File: src/rtl/mem_arbiter_if.sv
// Handshake bundle between the arbiter, its two requesters (IF, LS) and the memory bus.
// The master modport is the arbiter's view; the slave modport is the surrounding environment.
interface mem_arbiter_if #(
  parameter int ADDR_W = 64,
  parameter int DATA_W = 64
);
  localparam int STRB_W = DATA_W / 8;

  logic              if_req_i;
  logic [ADDR_W-1:0] if_addr_i;
  logic              if_gnt_o;
  logic              if_rvalid_o;
  logic [DATA_W-1:0] if_rdata_o;

  logic              ls_req_i;
  logic              ls_we_i;
  logic [ADDR_W-1:0] ls_addr_i;
  logic [DATA_W-1:0] ls_wdata_i;
  logic [STRB_W-1:0] ls_wstrb_i;
  logic              ls_gnt_o;
  logic              ls_rvalid_o;
  logic [DATA_W-1:0] ls_rdata_o;

  logic              bus_valid_o;
  logic              bus_ready_i;
  logic              bus_we_o;
  logic [ADDR_W-1:0] bus_addr_o;
  logic [DATA_W-1:0] bus_wdata_o;
  logic [STRB_W-1:0] bus_wstrb_o;
  logic              bus_rvalid_i;
  logic [DATA_W-1:0] bus_rdata_i;

  modport master (
    input  if_req_i, if_addr_i,
    output if_gnt_o, if_rvalid_o, if_rdata_o,
    input  ls_req_i, ls_we_i, ls_addr_i, ls_wdata_i, ls_wstrb_i,
    output ls_gnt_o, ls_rvalid_o, ls_rdata_o,
    output bus_valid_o, bus_we_o, bus_addr_o, bus_wdata_o, bus_wstrb_o,
    input  bus_ready_i, bus_rvalid_i, bus_rdata_i
  );

  modport slave (
    output if_req_i, if_addr_i,
    input  if_gnt_o, if_rvalid_o, if_rdata_o,
    output ls_req_i, ls_we_i, ls_addr_i, ls_wdata_i, ls_wstrb_i,
    input  ls_gnt_o, ls_rvalid_o, ls_rdata_o,
    input  bus_valid_o, bus_we_o, bus_addr_o, bus_wdata_o, bus_wstrb_o,
    output bus_ready_i, bus_rvalid_i, bus_rdata_i
  );
endinterface

File: src/rtl/mem_arbiter.sv
// Single-outstanding memory bus arbiter between instruction fetch (IF) and load/store (LS).
// Define MEM_ARB_RR_EN for round-robin priority; otherwise LS always wins over IF.
module mem_arbiter #(
  parameter int ADDR_W = 64,
  parameter int DATA_W = 64
) (
  input logic         clock,
  input logic         reset,
  mem_arbiter_if.master arb
);
  localparam int STRB_W = DATA_W / 8;

  typedef enum logic [1:0] {
    IDLE,
    REQ,
    RESP
  } state_t;

  state_t            r_state;
  logic              r_ownerLs;
  logic              r_busValid;
  logic              r_busWe;
  logic [ADDR_W-1:0] r_busAddr;
  logic [DATA_W-1:0] r_busWdata;
  logic [STRB_W-1:0] r_busWstrb;
  logic              r_ifRvalid;
  logic [DATA_W-1:0] r_ifRdata;
  logic              r_lsRvalid;
  logic [DATA_W-1:0] r_lsRdata;

  logic w_idle;
  logic w_lsPriority;
  logic w_lsWins;
  logic w_grantIf;
  logic w_grantLs;

`ifdef MEM_ARB_RR_EN
  // Remembers which side was granted last; the other side wins the next tie.
  logic r_lastLs;
  assign w_lsPriority = ~r_lastLs;
`else
  assign w_lsPriority = 1'b1;
`endif

  // Grants are combinational so a requester sees acceptance in its request cycle.
  assign w_idle    = (r_state == IDLE) && !reset;
  assign w_lsWins  = arb.ls_req_i && (!arb.if_req_i || w_lsPriority);
  assign w_grantLs = w_idle && w_lsWins;
  assign w_grantIf = w_idle && arb.if_req_i && !w_lsWins;

  assign arb.if_gnt_o    = w_grantIf;
  assign arb.ls_gnt_o    = w_grantLs;
  assign arb.bus_valid_o = r_busValid;
  assign arb.bus_we_o    = r_busWe;
  assign arb.bus_addr_o  = r_busAddr;
  assign arb.bus_wdata_o = r_busWdata;
  assign arb.bus_wstrb_o = r_busWstrb;
  assign arb.if_rvalid_o = r_ifRvalid;
  assign arb.if_rdata_o  = r_ifRdata;
  assign arb.ls_rvalid_o = r_lsRvalid;
  assign arb.ls_rdata_o  = r_lsRdata;

  always_ff @(posedge clock) begin
    if (reset) begin
      r_state    <= IDLE;
      r_ownerLs  <= 1'b0;
      r_busValid <= 1'b0;
      r_busWe    <= 1'b0;
      r_busAddr  <= '0;
      r_busWdata <= '0;
      r_busWstrb <= '0;
      r_ifRvalid <= 1'b0;
      r_ifRdata  <= '0;
      r_lsRvalid <= 1'b0;
      r_lsRdata  <= '0;
`ifdef MEM_ARB_RR_EN
      r_lastLs   <= 1'b0;
`endif
    end else begin
      r_ifRvalid <= 1'b0;
      r_lsRvalid <= 1'b0;
      case (r_state)
        IDLE: begin
          if (w_grantLs) begin
            r_state    <= REQ;
            r_ownerLs  <= 1'b1;
            r_busValid <= 1'b1;
            r_busWe    <= arb.ls_we_i;
            r_busAddr  <= arb.ls_addr_i;
            r_busWdata <= arb.ls_wdata_i;
            r_busWstrb <= arb.ls_wstrb_i;
`ifdef MEM_ARB_RR_EN
            r_lastLs   <= 1'b1;
`endif
          end else if (w_grantIf) begin
            r_state    <= REQ;
            r_ownerLs  <= 1'b0;
            r_busValid <= 1'b1;
            r_busWe    <= 1'b0;
            r_busAddr  <= arb.if_addr_i;
            r_busWdata <= '0;
            r_busWstrb <= '1;
`ifdef MEM_ARB_RR_EN
            r_lastLs   <= 1'b0;
`endif
          end
        end
        REQ: begin
          if (arb.bus_ready_i) begin
            r_state    <= RESP;
            r_busValid <= 1'b0;
          end
        end
        RESP: begin
          // Write acks return zero data so LS never sees stale read data.
          if (arb.bus_rvalid_i) begin
            r_state <= IDLE;
            if (r_ownerLs) begin
              r_lsRvalid <= 1'b1;
              r_lsRdata  <= r_busWe ? '0 : arb.bus_rdata_i;
            end else begin
              r_ifRvalid <= 1'b1;
              r_ifRdata  <= arb.bus_rdata_i;
            end
          end
        end
        default: begin
          r_state    <= IDLE;
          r_busValid <= 1'b0;
        end
      endcase
    end
  end
endmodule

File: src/flat_wrapper.sv
// flat-port wrapper written by rule: the top's interface ports become plain ports
module mem_arbiter_flat 
#(
  parameter int ADDR_W = 64,
  parameter int DATA_W = 64
)
  (clock, reset, arb_if_req_i, arb_if_addr_i, arb_if_gnt_o, arb_if_rvalid_o, arb_if_rdata_o, arb_ls_req_i, arb_ls_we_i, arb_ls_addr_i, arb_ls_wdata_i, arb_ls_wstrb_i, arb_ls_gnt_o, arb_ls_rvalid_o, arb_ls_rdata_o, arb_bus_valid_o, arb_bus_we_o, arb_bus_addr_o, arb_bus_wdata_o, arb_bus_wstrb_o, arb_bus_ready_i, arb_bus_rvalid_i, arb_bus_rdata_i);
  mem_arbiter_if #(.ADDR_W(ADDR_W), .DATA_W(DATA_W)) arb_i ();
  input logic clock;
  input logic reset;
  input wire logic [$bits(arb_i.if_req_i)-1:0] arb_if_req_i;
  input wire logic [$bits(arb_i.if_addr_i)-1:0] arb_if_addr_i;
  output wire logic [$bits(arb_i.if_gnt_o)-1:0] arb_if_gnt_o;
  output wire logic [$bits(arb_i.if_rvalid_o)-1:0] arb_if_rvalid_o;
  output wire logic [$bits(arb_i.if_rdata_o)-1:0] arb_if_rdata_o;
  input wire logic [$bits(arb_i.ls_req_i)-1:0] arb_ls_req_i;
  input wire logic [$bits(arb_i.ls_we_i)-1:0] arb_ls_we_i;
  input wire logic [$bits(arb_i.ls_addr_i)-1:0] arb_ls_addr_i;
  input wire logic [$bits(arb_i.ls_wdata_i)-1:0] arb_ls_wdata_i;
  input wire logic [$bits(arb_i.ls_wstrb_i)-1:0] arb_ls_wstrb_i;
  output wire logic [$bits(arb_i.ls_gnt_o)-1:0] arb_ls_gnt_o;
  output wire logic [$bits(arb_i.ls_rvalid_o)-1:0] arb_ls_rvalid_o;
  output wire logic [$bits(arb_i.ls_rdata_o)-1:0] arb_ls_rdata_o;
  output wire logic [$bits(arb_i.bus_valid_o)-1:0] arb_bus_valid_o;
  output wire logic [$bits(arb_i.bus_we_o)-1:0] arb_bus_we_o;
  output wire logic [$bits(arb_i.bus_addr_o)-1:0] arb_bus_addr_o;
  output wire logic [$bits(arb_i.bus_wdata_o)-1:0] arb_bus_wdata_o;
  output wire logic [$bits(arb_i.bus_wstrb_o)-1:0] arb_bus_wstrb_o;
  input wire logic [$bits(arb_i.bus_ready_i)-1:0] arb_bus_ready_i;
  input wire logic [$bits(arb_i.bus_rvalid_i)-1:0] arb_bus_rvalid_i;
  input wire logic [$bits(arb_i.bus_rdata_i)-1:0] arb_bus_rdata_i;
  assign arb_i.if_req_i = arb_if_req_i;
  assign arb_i.if_addr_i = arb_if_addr_i;
  assign arb_if_gnt_o = arb_i.if_gnt_o;
  assign arb_if_rvalid_o = arb_i.if_rvalid_o;
  assign arb_if_rdata_o = arb_i.if_rdata_o;
  assign arb_i.ls_req_i = arb_ls_req_i;
  assign arb_i.ls_we_i = arb_ls_we_i;
  assign arb_i.ls_addr_i = arb_ls_addr_i;
  assign arb_i.ls_wdata_i = arb_ls_wdata_i;
  assign arb_i.ls_wstrb_i = arb_ls_wstrb_i;
  assign arb_ls_gnt_o = arb_i.ls_gnt_o;
  assign arb_ls_rvalid_o = arb_i.ls_rvalid_o;
  assign arb_ls_rdata_o = arb_i.ls_rdata_o;
  assign arb_bus_valid_o = arb_i.bus_valid_o;
  assign arb_bus_we_o = arb_i.bus_we_o;
  assign arb_bus_addr_o = arb_i.bus_addr_o;
  assign arb_bus_wdata_o = arb_i.bus_wdata_o;
  assign arb_bus_wstrb_o = arb_i.bus_wstrb_o;
  assign arb_i.bus_ready_i = arb_bus_ready_i;
  assign arb_i.bus_rvalid_i = arb_bus_rvalid_i;
  assign arb_i.bus_rdata_i = arb_bus_rdata_i;
  mem_arbiter #(.ADDR_W(ADDR_W), .DATA_W(DATA_W)) u_core (.clock(clock), .reset(reset), .arb(arb_i));
endmodule
File: config.mk
export PLATFORM = sky130hd
export DESIGN_NAME = mem_arbiter_flat
export DESIGN_NICKNAME = d
export VERILOG_FILES = /design/src/rtl/mem_arbiter_if.sv /design/src/rtl/mem_arbiter.sv /design/src/flat_wrapper.sv
export SDC_FILE = /design/constraint.sdc
export NUM_CORES = 1
export LEC_CHECK = 0
export CAP_MARGIN = 25
export CORE_AREA = 5 5 206 208
export CTS_CLUSTER_DIAMETER = 120
export DETAILED_ROUTE_END_ITERATION = 10
export DIE_AREA = 0 0 211 213
export PLACE_DENSITY = 0.58
export REMOVE_ABC_BUFFERS = 1
export SLEW_MARGIN = 20
export SYNTH_ARGS = -nofsm -noshare
export SYNTH_HDL_FRONTEND = slang
export SYNTH_SLANG_ARGS = --single-unit
File: constraint.sdc
create_clock -name clock -period 3.14 [get_ports clock]
set_clock_uncertainty 0.2 [all_clocks]
set_input_delay 0.628 -clock clock [delete_from_list [all_inputs] [get_ports clock]]
set_output_delay 0.628 -clock clock [all_outputs]
set_load 0.1 [all_outputs]
* After elaboration in Yosys (flattened, before gate mapping)
Cells that the tools add are included.
Word-level totals: output and inout bits 270, register bits 271
Operators by class: equal/unequal tests 5, mux-type cells 21, bitwise gates (word level) 3, reductions and logical operators 14
Operators with widths (count):
- $mux 64 | 5
- $mux 8 | 2
- $reduce_and 3->1 | 4
- $mux 1 | 8
- $mux 2 | 4
- $pmux 2 s3 | 1
- $logic_and 1x1->1 | 4
- $ne 2x2->1 const B | 2
- $ne 3x3->1 const B | 1
- $not 1->1 | 3
- $pmux 1 s3 | 1
- $reduce_or 3->1 | 1
- $eq 2x1->1 const B | 1
- $eq 2x2->1 const B | 1
- $logic_not 1->1 | 2
- $logic_not 2->1 | 1
- $reduce_and 2->1 | 1
- $reduce_bool 2->1 | 1

* Logic depth before layout (Yosys ltp)
word-level depth 7, depth in mapped cells 6, gate-level depth less buffers 3

* Least setup slack after synthesis
Ideal clock, no wire load.
path kind input-to-output, start point input arb_if_req_i, end point output arb_if_gnt_o, required time 2312 ps, stages 5, slack -420 ps, arrival time 2732 ps, path through or3b_1 > or2_1 > buf_6 > buf_6 > nor2_1
On the way: word-level cells in the longest chain between the ends 2
RTL lines:
- start: declaration | line flat_wrapper.sv:11 | input wire logic [$bits(arb_i.if_req_i)-1:0] arb_if_req_i;
- $logic_and 1x1->1 (2 in series) | line mem_arbiter.sv:49 | assign w_grantIf = w_idle && arb.if_req_i && !w_lsWins;
- end: declaration | line flat_wrapper.sv:13 | output wire logic [$bits(arb_i.if_gnt_o)-1:0] arb_if_gnt_o;
No other way between the ends.

* Worst setup path in the final report
Same ends and word-level chain as after synthesis.

==> impl_results.md <==
- Die Span Y: 213 um
- Worst hold margin: 0.249 ns
- H-tree depth: 1
- Synthesis warning total: 0
- Placement Rows: 74
- Die area: 0.0449 sq mm
- Root Driver: clkbuf_16
- Post-route design area: 0.0160 sq mm
- Clk_lat worst skew: between 0.5 and 0.6 ns
- Max Buffers Root-to-Sink: 3
- Internal power: 6.33 mW
- Seq/Total Area, Yosys: 0.554
- Critical Path RT: 2.31 ns
- ANT nets after route: 0
- Syn Area/Cell: 10.0 sq um
- Initial DRC Count: between 400 and 500
- Fmax: approximately 340 MHz
- Design Power: 9.37 mW
- Final core occ: 0.397
- Area after DPL: 0.0150 sq mm
- Vias in the first global route: 9704
- Reg power frac: 0.393
- Initial antenna violation count: 9
- CTS buffer count: 31
- Max VDD drop: 0.000374 V
- Crit Path Class: primary input to primary output
- Pre-Repair DR Iteration Count: 4
- Yosys reg bits: 271
- Vias/cell: 4.66
- HPWL Detailed: 29500 um
- Max_cap viols: 0
- Slew Viols, Final: 0
- Yosys cell types: 27
- Psw: 3.04 mW
- DR WL/cell: 20.3 um
- Post-Syn Area: 0.00980 sq mm
- RePlAce Congestion: 0.834
- Cell taking the most area after synthesis: dfxtp_1
- Fin crit share: 0.935
- DRC viols: 0
- Worst Max-Slew Pin Slew: 0.762 ns
- Power Density: 584 mW/mm^2
- Synth area leaders: dfxtp_1 55%, nand2_1 7.4%, o221a_1 6.9%
- Vias: 9509
- Layout cells sized above 1: 0.242
- RSZ-0062 raised after global routing: no
- Status: complete, no violations
- Ports: around 540
- Final #Nets: 1747
- Crit path capture type: primary output
- CTS tree: done
- Worst Setup Start Kind: primary input
- Syn Inst Count: between 900 and 1000
- Leak Pwr: 6.26 nW
- Final Hold Violating Endpoints: 0
- Starting density of the core: 0.243
- Clk pwr share: 0.377
- Grt total ovfl: 0
- Global Route Usage Sum: 0.170
- Comb power frac: 0.231
- Worst Path Arrival: about 2.1 ns
- P&R area growth vs syn: 63.7%
- Core area: 0.0404 sq mm
- Switching Fraction: 0.324
- Chip width: 211 um
- Clock sink count: approximately 270
- Finish-stage setup viols: 0
- Worst-path clk slew: 0.06 ns
- Hold WC Path Type: flop to flop
- Final Critical Period: 2.94 ns
- Largest net degree at the start of global routing: 75
- Total routed wirelength: 41300 um
- Critical path fanouts, max: 2
- IO buf count: 540
- Max-slew headroom: 0.492
- First-pass GRT wire length: 60300 um
- Area share of the largest cell type after synthesis: 0.554
==> state kept, by name, summed over array words and instances, names as in the netlist, 2 cells and up <==
register / cells
u_core.r_state: 2
u_core.arb.if_rdata_o: 64
u_core.arb.bus_wstrb_o: 8
u_core.arb.bus_wdata_o: 64
u_core.arb.ls_rdata_o: 64
u_core.arb.bus_addr_o: 64
==> layout by cell type (no fill, tap or decap) <==
master           netlist  layout
clkdlybuf4s50_1        0     268
a31o_2                 1       1
o221a_2               12      12
o21ai_0                1       1
clkbuf_1              29       9
or2_1                  2       1
and3_2                 0       1
nor4bb_4               0       1
nor2_4                 0       2
nand4bb_4              0       1
nor2_1                 5       4
buf_12                 0      11
or3b_4                 1       2
a21oi_4                0       1
clkinv_2               0       9
dlygate4sd2_1          0       1
and4b_2                0       1
a22o_1                65      65
bufinv_16              0       2
nor3b_1                1       1
or2_2                  0       1
dfxtp_1              271     271
nand3b_1              65      65
clkbuf_16              0      31
o21a_1                65      65
diode_2                0       8
inv_6                  0       1
nand2_1              194     194
inv_2                  0       1
a21oi_1              131     130
o221a_1               60      60
clkbuf_8               0       4
buf_4                  1     281
nand4b_1               1       1
==> cell families after synthesis <==
logic type / Yosys count / share of synthesized area
flops: 271 / 0.554
simple gates: 275 / 0.135
compound gates: 335 / 0.259
buf+inv: 98 / 0.0518
==> cell type report <==
cell class / count / area (sq um)
multi-input combinational: 610 / 3930
antenna: 8 / 20.0
timing repair buffer: 561 / 5020
clock inverter: 12 / 114
inverter: 1 / 3.75
clock buffer: 44 / 865
sequential: 271 / 5430
tap: 532 / 666
fill: 4081 / 24300
==> final timing paths <==
path	depth (start not counted)	endpoint	slack, ns	startpoint
worst max register to register	5	u_core.arb.bus_wdata_o[0]$_SDFFE_PP0P_	0.95	u_core.r_state[1]$_SDFFE_PP0P_
worst min-delay path	2	u_core.arb.ls_rdata_o[14]$_SDFFE_PP0P_	0.25	u_core.arb.ls_rdata_o[14]$_SDFFE_PP0P_
worst max-delay path	6	arb_if_gnt_o	0.20	arb_if_req_i
worst min register to register	2	u_core.arb.ls_rdata_o[14]$_SDFFE_PP0P_	0.25	u_core.arb.ls_rdata_o[14]$_SDFFE_PP0P_
==> critical path, cell delays in order <==
cell,delay [ns]
dlygate4sd2_1,0.25
or3b_4,0.40
or2_2,0.32
nor2_4,0.19
buf_4,0.15
buf_12,0.16
==> power by group through the flow <==
stage,combinational (mW),clock (mW),sequential (mW)
6_report,2.16,3.53,3.68
5_1_grt,2.24,3.79,3.69
4_1_cts,2.18,3.64,3.68
3_5_place_dp,2.17,0,3.74
3_3_place_gp,2.16,0,3.75
2_1_floorplan,0.310,0,4.79
==> Yosys cell counts, drive strengths merged <==
| cell | count |
|---|---|
| a21oi | 131 |
| a22o | 65 |
| a31o | 1 |
| and3 | 1 |
| and4b | 1 |
| buf | 68 |
| clkbuf | 29 |
| dfxtp | 271 |
| inv | 1 |
| nand2 | 194 |
| nand3b | 65 |
| nand4b | 1 |
| nand4bb | 1 |
| nor2 | 6 |
| nor3b | 1 |
| nor4bb | 1 |
| o21a | 65 |
| o21ai | 1 |
| o221a | 72 |
| or2 | 2 |
| or3b | 2 |
==> metal layers <==
layer,up-vias,share of wire,track usage
li1,4526,-,-
met1,4513,0.39,0.202
met2,399,0.48,0.282
met3,71,0.095,0.0591
met4,0,0.031,0.0711
met5,-,0,0
==> stage by stage <==
stage | setup slack, ns | TNS [ns] | instances
after floorplan | -2.55 | -265.50 | 882
after global placement | -0.279 | -0.279 | 1975
after detailed placement | -0.304 | -0.304 | 1975
after CTS | 0.151 | 0 | 2031
after global routing | 0.131 | 0 | 2039
final | 0.203 | 0 | 2039
==> what timing repair did <==
action	4_1_cts	5_1_grt
hold buffers	0	0
setup endpoints to repair	1	0
buffers inserted	0	0
gates resized for setup	4	0
Note: power is estimated with default switching activity, not from simulation.
==> RTL change 1, RTL diff (same flow settings) <==
Build with the macro `MEM_ARB_RR_EN` defined.
--- a/src/rtl/mem_arbiter.sv
+++ b/src/rtl/mem_arbiter.sv
@@ -1,4 +1,6 @@
 // Single-outstanding memory bus arbiter between instruction fetch (IF) and load/store (LS).
 // Define MEM_ARB_RR_EN for round-robin priority; otherwise LS always wins over IF.
+`define MEM_ARB_RR_EN
+
 module mem_arbiter #(
   parameter int ADDR_W = 64,
Behaviour: not the same (a bounded check fails within 4 cycles, from zero or initial values and one cycle with reset high).
==> RTL change 1 against the original RTL <==
Area after synthesis increased by 8.0%. First-iteration DRC count increased by 55%. Sequential cell count unchanged. Clock power increased by 11%. Combinational power increased by 6%. Non-clock buffer count increased by 7. Power increased by 5.5%. Design area increased by 5.5%. Worst setup slack got worse by 43 ps. Routed wire length increased by 9.9%. Fmax decreased by 1.4%. Critical path depth decreased by 3. Largest cell class unchanged.
==> RTL change 1: results (changes against the original RTL) <==
status: "complete, no violations"
grt_usage_pct: 18.6  # +1.6 points
p_leak_uw: 0.00643  # +2.8%
synth.top_cells.by_count: "320 x nand2_1, 271 x dfxtp_1, 267 x a21oi_1, 67 x o21ai_0"
place_ws_ps: 406  # +709 ps
grt_pass1_wl_mm: 66.8  # +11%
placed_area_um2: 15800  # +5.1%
hp-class: "reg2reg"
numPlacedInstances: 2259  # +14%
fillers: 4031  # -1.2%
path_clk_slew_ps: 60  # about the same
cts_resized: 0  # -4
cts_buffers: 30  # -3.2%
hpwl_mm: 32.1  # +9.0%
ir_drop_mv: 0.357  # -4.4%
routed_wl_mm: 45.4  # +9.9%
avgViaCountPerCell: 4.88  # +4.6%
slew_headroom_pct: 43.9  # -5.3 points
wl_per_cell_um: 19.6  # -3.4%
drt_iter0_drc: 761  # +55%
synth_flop_cell: "dfxtp_1"
firstDrtPassIters: 5  # +1
gp_congestion: 0.845  # +1.3%
grt_start_max_net_pins: 140  # +87%
design_area_um2: 16900  # +5.5%
syn-instance-count: 1293  # +32%
yosysWarningCount: 0  # unchanged
cp.arrival_ps: 2150  # +40 ps
crit_fanout: 11  # +9
slowest_stage: "or3_2"
grt_pass1_vias: 11000  # +13%
fin_nets: 2030  # +16%
max_stage_delay_ps: 680  # +280 ps
ys_seq_area_share_pct: 51.3  # -4.1 points
antenna_found_initial: 6  # -3
synth_cell_types: 30  # +11%
synth.area.top_cells: "dfxtp_1 51%, a21oi_1 13%, nand2_1 11%, a311oi_1 5.4%, nand3b_1 4.5%"
layout-drive-gt1-share_pct: 20.3  # -3.9 points
-- RTL change 1: final timing paths --
kind | start | end | slack, ps
min reg2reg | u_core.arb.ls_rdata_o[51]$_SDFFE_PP0P_ | u_core.arb.ls_rdata_o[51]$_SDFFE_PP0P_ | 250
max | u_core.r_state[1]$_SDFFE_PP0P_ | arb_ls_gnt_o | 160
max reg2reg | u_core.r_state[1]$_SDFFE_PP0P_ | u_core.arb.bus_addr_o[7]$_SDFFE_PP0P_ | 750
min | u_core.arb.ls_rdata_o[51]$_SDFFE_PP0P_ | u_core.arb.ls_rdata_o[51]$_SDFFE_PP0P_ | 250
-- RTL change 1: kinds of logic (layout without fill, tap and decap cells) --
| logic type | after synthesis | count (layout) | synth area share (%) |
|---|---|---|---|
| simple gates | 484 | 484 | 21.0 |
| flops | 271 | 271 | 51.3 |
| other cells | 0 | 5 | 0 |
| compound gates | 403 | 403 | 21.5 |
| buf+inv | 135 | 624 | 6.21 |
-- RTL change 1: routing by layer --
layer | GRT usage [%] | vias to the layer above | wire length (um) | share of wire, %
li1 | - | 5436 | - | -
met1 | 23.4 | 5326 | 18600 | 41
met2 | 30.2 | 468 | 21000 | 46
met3 | 6.26 | 73 | 4360 | 9.6
met4 | 6.15 | 4 | 1380 | 3.1
met5 | 0 | - | 22 | 0.049
-- RTL change 1: power by group --
group          switching, uW  total [uW]  internal [uW]  leakage, uW
clock                   1490        3930           2440     0.000541
combinational           1600        2280            680      0.00369
sequential              96.6        3680           3580      0.00220
-- RTL change 1: cell type report --
type,count,share of cell area (%)
tap,532,3.93
clock buffer,36,4.87
timing repair buffer,568,30.5
multi-input combinational,887,26.9
clock inverter,19,1.66
inverter,1,0.0222
antenna,5,0.0740
sequential,271,32.1
==> RTL change 2, RTL diff (config.mk and constraints unchanged) <==
Without the edit above. Reset style: asynchronous (`reset`), changed in one clocked block.
--- a/src/rtl/mem_arbiter.sv
+++ b/src/rtl/mem_arbiter.sv
@@ -61,5 +61,5 @@
   assign arb.ls_rdata_o  = r_lsRdata;
 
-  always_ff @(posedge clock) begin
+  always_ff @(posedge clock or posedge reset) begin
     if (reset) begin
       r_state    <= IDLE;
Check against the original RTL: differs if reset is asserted again (counterexample within 4 cycles, from zero or initial values and one cycle with reset high); with reset held inactive, the same outputs for 4 cycles.
==> RTL change 2 against the original RTL <==
Routed wire length rose by 2.0%. Largest cell class unchanged. Sequential cell count did not move. Critical path depth fell by 2. Design area rose by 8.2%. Critical path type is now reg2out. Worst setup slack improved by 120 ps. Area after synthesis rose by 13%. Die area did not move.
Power is not shown: default switching activity piles up to over one toggle a cycle in this logic, so the estimate is an artifact.
==> RTL change 2: results (changes against the original RTL) <==
hpwl_mm: 30.4  # +3.1%
grt_pass1_wl_mm: 62.6  # +3.7%
m1WireLength_mm: 16.6  # +2.9%
fin_nets: 1687  # -3.4%
place_ws_ps: 207  # +511 ps
regToRegEndpoint: "u_core.arb.bus_addr_o[63]$_DFFE_PP0P_"
min_delay_path_depth: 2  # unchanged
synth.top_cells.by_count: "271 x dfrtp_1, 133 x nand2_1, 66 x o21ai_0, 65 x a22o_1, 65 x nand2b_1"
synth_cell_types: 29  # +7.4%
gp_congestion: 0.859  # +3.0%
grt_start_max_net_pins: 130  # +73%
drt_iter0_drc: 721  # +47%
dr.max_layer_used: "met5"
status: "complete, no violations"
reg2reg_slack_ps: 750  # -200 ps
cp.arrival_ps: 1980  # -130 ps
holdPathEnd: "u_core.arb.ls_rdata_o[45]$_DFFE_PP0P_"
grt_pass1_vias: 9767  # +0.65%
slew_headroom_pct: 56.6  # +7.4 points
ys_async_sr_fraction_pct: 100  # +100 points
synth.top_cell.area_share_pct: 61.5  # +6.1 points
slowest_stage: "dfrtp_1"
syn_avg_cell_area_um2: 12.3  # +23%
r2r_cells: 6  # +1
max_stage_delay_ps: 500  # +100 ps
synth_flop_cell: "dfrtp_1"
cts_buffers: 34  # +9.7%
synth.area.top_cells: "dfrtp_1 62%, mux2_2 6.5%, a22o_1 5.2%, a32oi_1 5.0%, nand2_1 4.5%"
htreeDepth: 2  # +1
grt_usage_pct: 17.8  # +0.81 points
ys_seq_area_share_pct: 61.5  # +6.1 points
avgViaCountPerCell: 4.78  # +2.4%
clock.fmax_ghz: 0.356  # +4.4%
layout-drive-gt1-share_pct: 28.8  # +4.6 points
cts_resized: 0  # -4
r2r_start: "u_core.r_state[0]$_DFFE_PP0P_"
dr_wl_met3_mm: 4.46  # +14%
numPlacedInstances: 1912  # -3.2%
wl_per_cell_um: 21.3  # +5.3%
crit_fanout: 9  # +7
antenna_found_initial: 7  # -2
postCtsSetupRepairBufs: 0  # unchanged
clock_latency_ps: 520  # -50 ps
hp-start: "u_core.arb.ls_rdata_o[45]$_DFFE_PP0P_"
## RTL change 2: cell types whose count changed in the layout (fill, tap and decap cells not counted), moves of 12 or more
cell / unedited run / this run
o21ai_0: 1 / 66
o21a_1: 65 / 0
nand2_1: 194 / 133
a21oi_1: 130 / 0
dfrtp_1: 0 / 271
o221a_2: 12 / 0
a32oi_1: 0 / 63
o221a_1: 60 / 0
dfxtp_1: 271 / 0
a22oi_1: 0 / 64
mux2_2: 0 / 64
nand2b_1: 0 / 65
nand3b_1: 65 / 1
## RTL change 2: routing by layer
metal,vias up,global-route usage [%]
li1,4330,-
met4,4,4.61
met2,427,28.6
met1,4609,22.3
met5,-,0
met3,58,7.71
## RTL change 2: cell type report
| type | instances | area, um^2 |
|---|---|---|
| Fill cell | 3863 | 23000 |
| Clock buffer | 51 | 985 |
| Timing Repair Buffer | 562 | 5060 |
| Multi-Input combinational cell | 543 | 3780 |
| Antenna cell | 5 | 12.5 |
| Clock inverter | 6 | 51.3 |
| Sequential cell | 271 | 6780 |
| Tap cell | 532 | 666 |
| Inverter | 4 | 25.0 |
## RTL change 2: kinds of logic after synthesis
group / Yosys count / share of synthesized area (%)
AO/OA/AOI/OAI: 268 / 18.3
flip-flops: 271 / 61.5
multiplexers: 64 / 6.54
AND/OR/NAND/NOR: 211 / 9.26
buffers and inverters: 81 / 4.44
## RTL change 2: worst max path at each step
stage / startpoint / to / slack, ps / cells after the start
floorplan: reset / u_core.arb.bus_addr_o[0]$_DFFE_PP0P_ / -5160 / 1
global placement: reset / u_core.arb.bus_addr_o[47]$_DFFE_PP0P_ / 280 / 7
detailed placement: reset / u_core.arb.bus_addr_o[52]$_DFFE_PP0P_ / 210 / 7
CTS: u_core.r_state[0]$_DFFE_PP0P_ / arb_ls_gnt_o / 260 / 4
global route: u_core.r_state[0]$_DFFE_PP0P_ / arb_ls_gnt_o / 210 / 4
finish: u_core.r_state[0]$_DFFE_PP0P_ / arb_ls_gnt_o / 330 / 4
## RTL change 2: critical path: cells and delay by family, from the launching register on
kind / cells / cell delay, ps
buffers and inverters: 2 / 390
DFF: 1 / 500
and+or+nand+nor: 2 / 570
## RTL change 2: metrics by stage
step | cell area, um^2 | util, % | hold WS (ps)
after global placement | 16300 | 40.4 | 263
after detailed placement | 16300 | 40.4 | 271
after global routing | 17400 | 43.0 | 308
final | 17400 | 43.0 | 276
after floorplan | 10600 | - | 293
after CTS | 17300 | 43.0 | 283
